File: src/rtl/fb_write_ctrl.sv
// Write-side sequencer for the double-buffered frame BRAM: 2x2 decimation, linear addressing, tear-free bank swap.
// Optional drop counter output o_drop_cnt is enabled by defining FB_WRITE_DROP_CNT_EN.
module fb_write_ctrl #(
    parameter int IMG_W  = 320,
    parameter int IMG_H  = 240,
    parameter int ADDR_W = 17
) (
    input  logic              i_clk,
    input  logic              i_rst,
    input  logic [10:0]       i_h_addr,
    input  logic [9:0]        i_v_addr,
    input  logic              i_valid,
    input  logic [11:0]       i_pixel_data,
    input  logic              i_frame_start,
    input  logic              i_rd_frame_done,
    output logic              o_wr_en,
    output logic [ADDR_W-1:0] o_wr_addr,
    output logic [11:0]       o_wr_data,
    output logic              o_wr_bank,
    output logic              o_rd_bank,
    output logic              o_swap,
    output logic              o_frame_ready
`ifdef FB_WRITE_DROP_CNT_EN
    ,
    output logic [15:0]       o_drop_cnt
`endif
);

    localparam int              N_PIX    = IMG_W * IMG_H;
    // One extra bit so a frame filling all 2^ADDR_W locations still counts correctly.
    localparam logic [ADDR_W:0] LAST_PIX = (ADDR_W + 1)'(N_PIX - 1);

    typedef enum logic [1:0] {
        ST_IDLE,
        ST_WRITE,
        ST_WAIT_SWAP
    } state_t;

    state_t            state;
    logic [ADDR_W:0]   pix_cnt;
    logic [9:0]        h_half;
    logic [8:0]        v_half;
    logic              accept;
    logic [ADDR_W-1:0] lin_addr;

    assign h_half = i_h_addr[10:1];
    assign v_half = i_v_addr[9:1];

    assign accept = (state == ST_WRITE) && i_valid && !i_h_addr[0] && !i_v_addr[0]
                    && (int'(h_half) < IMG_W) && (int'(v_half) < IMG_H);

    assign lin_addr = ADDR_W'(v_half) * ADDR_W'(IMG_W) + ADDR_W'(h_half);

    // The reader always owns the bank the writer does not.
    assign o_rd_bank = ~o_wr_bank;

    // NOTE: sequential state uses non-blocking assignments so every register samples pre-edge values.
    always_ff @(posedge i_clk) begin
        if (i_rst) begin
            state         <= ST_IDLE;
            pix_cnt       <= '0;
            o_wr_en       <= 1'b0;
            o_wr_addr     <= '0;
            o_wr_data     <= '0;
            o_wr_bank     <= 1'b0;
            o_swap        <= 1'b0;
            o_frame_ready <= 1'b0;
        end else begin
            o_wr_en <= 1'b0;
            o_swap  <= 1'b0;
            case (state)
                ST_IDLE: begin
                    if (i_frame_start) begin
                        state   <= ST_WRITE;
                        pix_cnt <= '0;
                    end
                end
                ST_WRITE: begin
                    if (i_frame_start) begin
                        pix_cnt <= '0;
                    end else if (accept) begin
                        o_wr_en   <= 1'b1;
                        o_wr_addr <= lin_addr;
                        o_wr_data <= i_pixel_data;
                        pix_cnt   <= pix_cnt + 1'b1;
                        if (pix_cnt == LAST_PIX) begin
                            state         <= ST_WAIT_SWAP;
                            o_frame_ready <= 1'b1;
                        end
                    end
                end
                ST_WAIT_SWAP: begin
                    if (i_rd_frame_done) begin
                        o_wr_bank     <= ~o_wr_bank;
                        o_swap        <= 1'b1;
                        o_frame_ready <= 1'b0;
                        if (i_frame_start) begin
                            state   <= ST_WRITE;
                            pix_cnt <= '0;
                        end else begin
                            state <= ST_IDLE;
                        end
                    end
                end
                default: state <= ST_IDLE;
            endcase
        end
    end

`ifdef FB_WRITE_DROP_CNT_EN
    logic drop_evt;

    // A start while writing abandons the partial frame; a start while waiting loses that camera frame.
    assign drop_evt = i_frame_start &&
                      ((state == ST_WRITE) || ((state == ST_WAIT_SWAP) && !i_rd_frame_done));

    always_ff @(posedge i_clk) begin
        if (i_rst) begin
            o_drop_cnt <= '0;
        end else if (drop_evt && (o_drop_cnt != 16'hFFFF)) begin
            o_drop_cnt <= o_drop_cnt + 16'd1;
        end
    end
`endif

endmodule

File: config.mk
export PLATFORM = sky130hd
export DESIGN_NAME = fb_write_ctrl
export DESIGN_NICKNAME = d
export VERILOG_FILES = /design/src/rtl/fb_write_ctrl.sv
export SDC_FILE = /design/constraint.sdc
export NUM_CORES = 1
export LEC_CHECK = 0
export ABC_AREA = 1
export BUFFER_PORTS_ARGS = -buffer_cell sky130_fd_sc_hd__buf_2
export CAP_MARGIN = 10
export CELL_PAD_IN_SITES_DETAIL_PLACEMENT = 0
export CELL_PAD_IN_SITES_GLOBAL_PLACEMENT = 2
export CORE_ASPECT_RATIO = 2
export CORE_MARGIN = 2
export CORE_UTILIZATION = 26
export CTS_CLUSTER_DIAMETER = 150
export DETAILED_ROUTE_END_ITERATION = 7
export PLACE_DENSITY = 0.73
export SYNTH_ARGS = -nofsm -noshare
export SYNTH_HDL_FRONTEND = slang
export SYNTH_SLANG_ARGS = --single-unit
File: constraint.sdc
create_clock -name i_clk -period 2 [get_ports i_clk]
set_input_delay 0.2 -clock i_clk [delete_from_list [all_inputs] [get_ports i_clk]]
set_output_delay 0.2 -clock i_clk [all_outputs]
set_load 0.02 [all_outputs]
* Yosys cells after proc, flatten, opt, wreduce, memory -nomap -nowiden
Index checks and enable logic that the tools add are counted.
** Cells by class
- Multipliers :: 1
- Reductions and logical operators :: 17
- Equal/unequal tests :: 9
- Bitwise logic cells :: 4
- Mux-type cells :: 19
- Add/subtract/negate cells :: 2
- Magnitude comparators :: 2
** Operators by type and width (number)
- 18-bit 2-to-1 mux :: 4
- 18-bit case mux with 3 select lines :: 1
- 18-bit by 1-bit adder with 18-bit output (second input constant) :: 1
- 18-bit by 17-bit equality test with 1-bit output (second input constant) :: 1
- 17-bit by 10-bit adder with 17-bit output :: 1
- 9-bit by 3-bit multiplier with 11-bit output (second input constant) :: 1
- 10-bit by 9-bit less-than comparator with 1-bit output (second input constant) :: 1
- 2-bit 2-to-1 mux :: 5
- 5-bit AND reduction :: 2
- 9-bit by 8-bit less-than comparator with 1-bit output (second input constant) :: 1
- 2-bit != test (second input constant) :: 4
- 1-bit 2-to-1 mux :: 7
- 2-bit case mux with 3 select lines :: 1
- 3-bit AND reduction :: 2
- 1-bit logical AND :: 5
- 1-bit NOT :: 4
- 3-bit != test (second input constant) :: 1
- 3-bit nonzero test :: 1
- 3-bit OR reduction :: 1
- 2-bit by 1-bit equality test with 1-bit output (second input constant) :: 1
- 2-bit equality test (second input constant) :: 1
- 1-bit zero test :: 2
- 2-bit zero test :: 1
- 2-bit by 1-bit != test with 1-bit output (second input constant) :: 1
- other kinds (4) :: 4
** Word-level totals
- Input bits :: 38
- Word-level logic and storage cells :: 62
- Flip-flop bits (word level) :: 53

* Longest topological paths before layout
Gate-level depths: netlist of run 1.
- Word-level depth :: 9
- Mapped depth :: 15

* Worst setup path after synthesis of run 1
No wires, ideal clock.
- Path kind :: in2reg
- Start point :: input i_v_addr[2]
- End point :: register o_wr_addr[15]
- Slack :: -0.066 ns
- Library setup time :: 0.109 ns
- Data arrival time :: 1.958 ns
- Stages :: 12
- Required time :: 1.891 ns
- Cell sequence :: ha_1 > ha_1 > fa_1 > nand2_1 > inv_1 > nand4_1 > nand3_1 > nand3b_1 > o21ai_0 > nand3_1 > nand2_1 > inv_1
** On the way
- Word-level cells in the longest chain between the ends :: 3
- Elaborated cells on any way between the ends :: 5
- Those cells by class :: add/sub: 1; mul: 1; order compare: 1; reduce/logical: 2
** RTL lines
- start: declaration :: RTL line 11 : input logic [9:0] i_v_addr,
- parallel branches: the longest is 3 deep, another holds 17-bit by 10-bit adder with 17-bit output
- end signal: assignment :: RTL line 83 : o_wr_addr <= lin_addr;
- end: declaration :: RTL line 17 : output logic [ADDR_W-1:0] o_wr_addr,
Several ways; the timed one is not identified.
A chain may end at the register's enable or synchronous reset.

* Worst setup path after layout of run 1
- Start point :: input i_v_addr[4]
- End point :: register o_wr_addr[15]
The elaborated chain is that of the path after synthesis.

==> run metrics, run 1 <==
pre-CTS WS=-0.2857 ns; Worst Setup End Kind=register; DR WL/cell=between 10 and 15 um; TritonCTS Buffers=5; vias per std cell=between 4 and 5; Static Leakage=around 1.9 nW; Sw Share=27.92%; layout cells sized above 1=a little over a quarter; post-synthesis cell count=roughly 400; post-route cell area=about 3900 um^2; mux share of post-synthesis cell area=0%; GRT Total Usage=roughly 15%; Buffers on Ports=approximately 70; CP max stage delay=between 0.5 and 0.6 ns; register area share after synthesis=36.61%; Bufs on Longest Clock Path=2; largest family of logic cells by synthesized area=simple AND/OR/NAND/NOR gates; H-tree levels=2; Flop pwr share=between 40 and 50%; detailed placement HPWL=between 7000 and 8000 um; critical path startpoint category=primary input; XOR/XNOR Fraction of Synth Area=~3.3%; gr ovfl total=0; library cells used by synthesis=32; switching power=between 0.6 and 0.7 mW; Max-Cap Viols=0; Initial Util=about a quarter; DIE HEIGHT=roughly 150 um; Post-DP Area=3656 um^2; fill cell count=between 1000 and 1500; clock power share=~37%; nets=564; root buffer cell=clkbuf_16; Final min period=1.829 ns; pwr/cell area=approximately 630 nW/um^2; actual slew at the worst max-slew pin=around 0.43 ns; achievable clock frequency=approximately 550 MHz; part of the power in combinational logic=19.2%; Iteration-0 DRC Markers=just under 80; worst-path maximum fanout=4; post-synth design cell area=2898 um^2; Area Growth Syn to Fin=33.81%; Clock Latency Late Sink=roughly 0.3 ns; Setup Skew=a little over 0.008 ns; vias in the first global route=about 2900; compound-gate portion of the synthesized area=~13%; drt total wl=about 8700 um; Ys Warns=0; syn_area_per_cell=7.208 um^2; fin crit share=slightly above 90%; die width=between 70 and 80 um; largest net degree at the start of global routing=32; worst relative slew slack=a little under three quarters; simple-gate area share of the yosys netlist=29.97%; diodes inserted=0; CTS tree=built; die area=around 12000 um^2; Final setup viols=0; Slowest-stage cell, CP=fa_1; Placeable Area=10880 um^2; unrepaired setup endpoints after global routing=yes; setup ws final=around 0.17 ns; row cnt=54; critical setup path kind=primary input to register; Final Hold Vio Count=0; cell-internal power=1.758 mW; Placer Congestion=slightly below 0.8; CP cell instances=buf_8 -> ha_4 -> ha_4 -> fa_1 -> nand2_1 -> inv_1 -> nand4_1 -> nand3_1 -> nand3b_1 -> o21ai_1 -> nand3_1 -> nand2_1 -> inv_1; post-synthesis adder-cell area fraction=a little under a tenth; worst hold path class=primary input to register; post-synthesis net count=about 460; clock sink count=53; initial antenna violation count=0; 1st-pass router iterations=4; status=completed; first-pass GRT wire length=roughly 14000 um; DRC errors left=0; Top-Level Pins=72; worst endpoint data arrival time=2.03 ns; total number of vias=2928; Synth Register Bits=53; DRT antenna net count=0; Clock transition at path regs=0.08 ns; worst vdd ir=0.4003 mV; max-slew violations=0; CP required=roughly 2.2 ns
==> placed cells by master (no fill, tap or decap), types with 3 or more instances in the layout <==
cell type	count
a21oi_1	23
o21bai_1	3
nand2_1	76
clkbuf_16	5
nand4_1	6
inv_6	3
ha_4	3
nand3_1	23
dfxtp_1	53
buf_4	35
nor2_1	69
nand3b_1	6
o21ai_0	31
o21a_1	4
buf_2	69
inv_1	37
nor3_1	5
xor2_1	9
nand2_2	3
ha_1	15
==> cell usage after synthesis <==
cell / n / area (um^2)
nand2_1: 77 / 289.0
nor2_1: 71 / 266.5
dfxtp_1: 53 / 1061
inv_1: 37 / 138.9
o21ai_0: 33 / 165.2
a21oi_1: 24 / 120.1
nand3_1: 24 / 120.1
ha_1: 19 / 237.7
xor2_1: 9 / 78.83
nand3b_1: 6 / 45.04
nand4_1: 6 / 37.54
nor3_1: 6 / 30.03
buf_2: 5 / 25.02
o21a_1: 4 / 30.03
clkbuf_1: 3 / 11.26
o21bai_1: 3 / 22.52
a21o_1: 2 / 15.01
buf_4: 2 / 15.01
fa_1: 2 / 40.04
nand2_2: 2 / 12.51
or2_2: 2 / 12.51
xnor2_1: 2 / 17.52
a21boi_2: 1 / 11.26
a21boi_4: 1 / 18.77
a31oi_1: 1 / 6.260
buf_6: 1 / 11.26
inv_2: 1 / 3.750
nand3_2: 1 / 10.01
nor2_4: 1 / 11.26
nor3_2: 1 / 10.01
nor3_4: 1 / 16.27
nor3b_1: 1 / 7.510
==> metal layers <==
metal	track usage [%]	part of all wire (%)
met1	13.98	35
met2	28.73	58
met3	2.243	2.6
met4	8.187	4.5
met5	0	0
==> state kept, by name, indices dropped and copies added, names as in the netlist <==
signal         cells
o_frame_ready      1
o_swap             1
o_wr_addr         17
o_wr_bank          1
o_wr_data         12
o_wr_en            1
pix_cnt           18
state              2
==> area by class of cell <==
| cell class | count | area (um^2) | share of cell area, % |
|---|---|---|---|
| Multi-Input combinational cell | 300 | 1693 | 43.66 |
| Timing Repair Buffer | 107 | 654.4 | 16.88 |
| Inverter | 38 | 142.6 | 3.679 |
| Clock inverter | 3 | 26.28 | 0.6776 |
| Sequential cell | 53 | 1061 | 27.36 |
| Tap cell | 140 | 175.2 | 4.518 |
| Clock buffer | 5 | 125.1 | 3.227 |
==> timing repair <==
| item | CTS | global route |
|---|---|---|
| buffers inserted | 0 | 1 |
| gates resized for setup | 0 | 14 |
| hold endpoints to repair | 0 | 0 |
| setup endpoints to repair | 0 | 5 |
| hold buffers | 0 | 0 |
==> critical path: cells and delay by family <==
kind	cells	cell delay, ns
AOI/OAI and AO/OA	1	0.16
buffers and inverters	3	0.20
and+or+nand+nor	6	0.53
adders and majority gates	3	0.92
==> logic make-up after synthesis <==
kind of cell               count (synthesis)
AOI/OAI and AO/OA                         69
xor gates and xnor gates                  11
adders and majority gates                 21
buffers and inverters                     49
DFF                                       53
and+or+nand+nor                          199
==> stage by stage <==
step / utilization [%] / instances / power (mW) / hold slack (ns) / TNS (ns)
after floorplan: - / 402 / 1.334 / 0.3349 / 0
final: 35.65 / 646 / 2.440 / 0.1190 / 0
after CTS: 35.00 / 645 / 2.463 / 0.1108 / 0
after global placement: 33.61 / 637 / 1.533 / 0.4232 / -0.8186
after global routing: 35.65 / 646 / 2.558 / 0.1258 / -0.02617
after detailed placement: 33.61 / 637 / 1.537 / 0.4326 / -1.002
==> power by group through the flow <==
| stage | registers, mW | logic (mW) | clock network, mW |
|---|---|---|---|
| 2_1_floorplan | 1.09 | 0.248 | 0 |
| 3_3_place_gp | 1.09 | 0.447 | 0 |
| 3_5_place_dp | 1.09 | 0.451 | 0 |
| 4_1_cts | 1.06 | 0.455 | 0.948 |
| 5_1_grt | 1.06 | 0.529 | 0.968 |
| 6_report | 1.06 | 0.468 | 0.910 |
==> final timing paths <==
path                   startpoint            end  slack (ns)  cells past startpoint
hold / removal    i_pixel_data[0]   o_wr_data[0]        0.12                      3
setup reg to reg         state[0]  o_wr_addr[14]        0.22                      9
hold reg to reg     o_frame_ready  o_frame_ready        0.47                      2
setup / recovery      i_v_addr[4]  o_wr_addr[15]        0.17                     13
Power figures use the tool's default switching activity.
==> run 2, diff against run 1 <==
Settings changed: CORE_ASPECT_RATIO 2 to default.
==> run 2 against run 1 <==
Sequential share of layout area is 1.0 points higher. Utilization is 1.1 points lower. Worst setup slack worse by 0.027 ns. Die area is 0.43% lower. Design area is 3.5% lower. Register-to-register slack worse by 0.03 ns. Global-route usage is 1.0 points lower. Total power is 11% lower. Cell count is 0.77% lower. Clock skew hardly changed. Non-clock buffer count is 5 lower. Critical path type unchanged. Highest routed layer unchanged.
==> run metrics, run 2 (synthesis gave the netlist of run 1 again) <==
total number of vias=2829 (-3.4%); DRC errors left=0 (unchanged); setup ws final=0.1442 ns (-0.02707 ns); largest net degree at the start of global routing=32 (unchanged); layout cells sized above 1=25.15% (-1.7 points); CP cell instances=buf_2 -> ha_4 -> ha_2 -> fa_2 -> nand2_1 -> inv_1 -> nand4_1 -> nand3_2 -> nand3b_1 -> o21ai_1 -> nand3_1 -> nand2_1 -> inv_1; DR WL/cell=11.79 um (-12%); Initial Util=26.73% (+0.092 points); sequential cell area=1061 um^2 (unchanged); area of the multi-input gates=1659 um^2 (-2.0%); Area Growth Syn to Fin=29.10%; vias in the first global route=2852 (-2.0%); Placeable Area=10840 um^2 (-0.34%); worst endpoint data arrival time=2.08 ns (+0.05 ns); Buffers on Ports=71 (unchanged); Critical Path Source=i_v_addr[2]; Slowest-stage cell, CP=fa_2; status=completed; worst path bufs/invs=3 (unchanged); Max-Cap Viols=0 (unchanged); drt total wl=7558 um (-13%); Placer Congestion=0.7530 (-4.0%); actual slew at the worst max-slew pin=0.4003 ns (-0.03091 ns); CP required=2.22 ns (+0.02 ns); Placed Cells=633 (-0.63%); row cnt=38 (-30%); Largest register FFs=18 (unchanged); pwr/cell area=583.1 nW/um^2 (-7.3%); Final min period=1.856 ns (+0.02707 ns); CP max stage delay=0.56 ns (+0.04 ns); Largest regs=pix_cnt: 18 flops, o_wr_addr: 17 flops, o_wr_data: 12 flops; root buffer cell=clkbuf_8; TritonCTS Buffers=5 (unchanged); diodes inserted=0 (unchanged); worst vdd ir=0.2856 mV (-29%); initial antenna violation count=0 (unchanged); Final Instance Count excl. Fillers=641 (-0.77%); Iteration-0 DRC Markers=97 (+24%); critical path startpoint category=primary input; 1st-pass router iterations=4 (unchanged); Static Leakage=1.824 nW (-2.7%); Final setup viols=0 (unchanged); most common cell after layout, fill and taps aside=nand2_1; CTS tree=built; Setup Skew=0.007869 ns (-0.0002618 ns); vias per std cell=4.413 (-2.6%); GRT Total Usage=13.69% (-1.0 points); fill cell count=1196 (+1.3%); H-tree levels=2 (unchanged); worst hold path class=primary input to register; pre-CTS WS=-0.2511 ns (+0.03462 ns); most frequent cells in the layout=77 x nand2_1, 71 x nor2_1, 71 x buf_2; hold_buf cts=0 (unchanged); Bufs on Longest Clock Path=2 (unchanged); Largest delay share family, worst path=adder cells; worst relative slew slack=73.03% (+2.1 points); die area=12010 um^2 (-0.43%); worst r2r src=state[1]; Top-Level Pins=72 (unchanged); nets=559 (-0.89%); Final Hold Vio Count=0 (unchanged); worst-path maximum fanout=4 (unchanged); Worst Setup End Kind=register; unrepaired setup endpoints after global routing=yes; DRT antenna net count=0 (unchanged); hold_sp=i_pixel_data[1]; DIE HEIGHT=109.6 um (-29%); post_cts resized=0 (unchanged); die width=109.6 um (+39%); clock sink count=53 (unchanged); detailed placement HPWL=5853 um (-17%); Clock Latency Late Sink=0.31 ns (about the same); fin crit share=92.79% (+1.4 points); critical setup path kind=primary input to register; largest register by flop count=pix_cnt; Final Power=2.181 mW (-11%); gr ovfl total=0 (unchanged); achievable clock frequency=538.9 MHz (-1.5%); number of setup buffers added after CTS=0 (unchanged); Clock transition at path regs=0.10 ns (+0.02 ns); first-pass GRT wire length=13120 um (-5.5%); max-slew violations=0 (unchanged)
-- run 2: worst reg2reg max path, delay by kind of cell (launching register included) --
kind	cells	cell delay [ns]
AOI/OAI and AO/OA	2	0.24
buffers and inverters	4	0.53
DFF	1	0.32
and+or+nand+nor	4	0.66
-- run 2: routing by layer --
metal / track usage (%) / up-vias / wire [um]
met4: 2.712 / 0 / 57
met2: 22.44 / 60 / 3425
met1: 17.58 / 1262 / 3564
met5: 0 / - / 0
met3: 4.564 / 6 / 511
li1: - / 1501 / -
-- run 2: cell type report --
| type | instances | area share, % |
|---|---|---|
| well taps | 140 | 4.682 |
| multi-input cells | 300 | 44.35 |
| flip-flops and latches | 53 | 28.36 |
| repair buffers | 102 | 16.05 |
| clock buffers | 6 | 2.207 |
| clock inverters | 2 | 0.4682 |
| inverters | 38 | 3.880 |
-- run 2: worst paths after layout --
path / depth (start not counted) / slack [ns] / endpoint
worst max-delay path: 13 / 0.14 / o_wr_addr[15]
worst min-delay path: 3 / 0.1 / o_wr_data[1]
worst max register to register: 10 / 0.19 / o_wr_addr[14]
worst min register to register: 2 / 0.48 / o_frame_ready
-- run 2: report_power, final --
part,total (mW),leakage [nW],internal [mW],switching (mW)
Combinational,0.449,1.35,0.217,0.233
Sequential,1.06,0.427,1.06,0.00262
Clock,0.671,0.0518,0.288,0.383
Total,2.18,1.82,1.56,0.618
-- run 2: through the flow --
step           TNS [ns]  utilization (%)  instance area [um^2]  hold slack [ns]
4_1_cts               0            34.37                  3726          0.08784
2_1_floorplan         0                -                  2913           0.3349
3_5_place_dp    -0.8995            33.45                  3626           0.4269
3_3_place_gp    -0.7743            33.45                  3626           0.4232
5_1_grt        -0.01663            34.51                  3741          0.09782
6_report              0            34.51                  3741          0.09790
==> run 3, diff against run 2 <==
Settings changed: CORE_UTILIZATION 26 to 31, PLACE_DENSITY 0.73 to 0.82.
Clock period 2 ns to 2.3 ns, I/O delays scaled along.
==> run 3 against run 2 <==
Flip-flop and latch count unchanged. Critical path depth unchanged. Critical endpoint unchanged. Utilization increased by 4.2 points. Sequential power decreased by 13%. Largest power group unchanged. Total power decreased by 12%.
==> run metrics, run 3 (synthesis gave the netlist of run 1 again) <==
Clock transition at path regs=0.11 ns (about the same); Clock Latency Late Sink=0.31 ns (about the same); vias in the first global route=2764 (-3.1%); total number of vias=2784 (-1.6%); Final Power=1.930 mW (-12%); gr ovfl total=0 (unchanged); Iteration-0 DRC Markers=60 (-38%); critical path startpoint category=primary input; CTS tree=built; Static Leakage=1.739 nW (-4.6%); clock sink count=53 (unchanged); Final min period=between 2 and 2.5 ns; Final Hold Vio Count=0 (unchanged); Worst Setup End Kind=register; worst vdd ir=0.2645 mV (-7.4%); first-pass GRT wire length=12590 um (-4.1%); fill cell count=977 (-18%); root buffer cell=clkbuf_8; max-slew violations=0 (unchanged); row cnt=35 (-7.9%); number of setup buffers added after CTS=0 (unchanged); GRT Total Usage=15.05% (+1.4 points); critical setup path kind=primary input to register; Placeable Area=9153 um^2 (-16%); DRC errors left=0 (unchanged); CP required=2.51 ns (+0.29 ns); fin crit share=roughly nine tenths; actual slew at the worst max-slew pin=0.3775 ns (-0.02287 ns); worst endpoint data arrival time=2.24 ns (+0.16 ns); vias per std cell=4.687 (+6.2%); die width=100.7 um (-8.1%); Top-Level Pins=72 (unchanged); hold_ws=0.1355 ns (+0.03758 ns); Largest register FFs=18 (unchanged); post_cts resized=0 (unchanged); DR WL/cell=12.01 um (+1.8%); detailed placement HPWL=5485 um (-6.3%); hold_buf cts=0 (unchanged); Area Growth Syn to Fin=22.37%; 1st-pass router iterations=4 (unchanged); Final setup viols=0 (unchanged); area of the multi-input gates=1632 um^2 (-1.7%); drt total wl=7132 um (-5.6%); Max-Cap Viols=0 (unchanged); setup ws final=0.2753 ns (+0.1311 ns); worst-path maximum fanout=4 (unchanged); worst hold path class=primary input to register; nets=541 (-3.2%); most common cell after layout, fill and taps aside=nand2_1; pwr/cell area=544.3 nW/um^2 (-6.7%); TritonCTS Buffers=5 (unchanged); Initial Util=31.66% (+4.9 points); Buffers on Ports=71 (unchanged); unrepaired setup endpoints after global routing=no; largest register by flop count=pix_cnt; most frequent cells in the layout=77 x nand2_1, 71 x nor2_1, 71 x buf_2; initial antenna violation count=0 (unchanged); die area=10140 um^2 (-16%); Placer Congestion=0.8005 (+6.3%); Largest regs=pix_cnt: 18 flops, o_wr_addr: 17 flops, o_wr_data: 12 flops; sequential cell area=1061 um^2 (unchanged); status=completed; Setup Skew=0.01274 ns (+0.004868 ns); pre-CTS WS=-0.03992 ns (+0.2111 ns); diodes inserted=0 (unchanged); Bufs on Longest Clock Path=2 (unchanged); largest net degree at the start of global routing=33 (+3.1%); DIE HEIGHT=100.7 um (-8.1%); DRT antenna net count=0 (unchanged); layout cells sized above 1=21.33% (-3.8 points); Sum Neg Setup Slack=0 ns (unchanged); H-tree levels=2 (unchanged); R2R setup slack=0.41 ns (+0.22 ns); achievable clock frequency=just under 500 MHz; final core area utilization=38.74% (+4.2 points); worst relative slew slack=74.57% (+1.5 points)
## run 3: layout make-up
type,count,share of cell area (%)
inverter,38,4.023
sequential,53,29.92
tap,111,3.917
timing repair buffer,84,12.77
multi-input combinational,300,46.01
clock inverter,3,1.411
clock buffer,5,1.941
## run 3: through the flow
| step | cells | cell area [um^2] |
|---|---|---|
| final | 594 | 3546 |
| after global routing | 594 | 3546 |
| after CTS | 594 | 3546 |
| after detailed placement | 586 | 3427 |
| after global placement | 586 | 3427 |
| after floorplan | 402 | 2898 |
## run 3: layer usage
layer | vias up | track usage, % | part of all wire, %
met4 | 0 | 1.581 | 0
met2 | 47 | 26.51 | 47
li1 | 1471 | - | -
met3 | 0 | 4.438 | 5.7
met5 | - | 0 | 0
met1 | 1266 | 18.74 | 47
## run 3: critical path, stage by stage
cell,delay (ns)
buf_2,0.11
ha_1,0.29
ha_1,0.23
fa_1,0.55
nand2_1,0.07
inv_1,0.07
nand4_1,0.08
nand3_1,0.11
nand3b_1,0.13
o21ai_0,0.19
nand3_1,0.09
nand2_1,0.07
inv_1,0.03
## run 3: final timing paths
path | start | depth (start not counted) | endpoint
setup / recovery | i_v_addr[2] | 13 | o_wr_addr[15]
setup reg to reg | state[1] | 10 | o_wr_addr[13]
hold / removal | i_pixel_data[1] | 3 | o_wr_data[1]
hold reg to reg | o_frame_ready | 2 | o_frame_ready
## run 3: power breakdown
group	internal, mW	switching (mW)	leakage [nW]	total [mW]
logic	0.147	0.188	1.25	0.335
registers	0.920	0.00229	0.427	0.923
clock network	0.334	0.338	0.0603	0.673
total	1.40	0.529	1.74	1.93
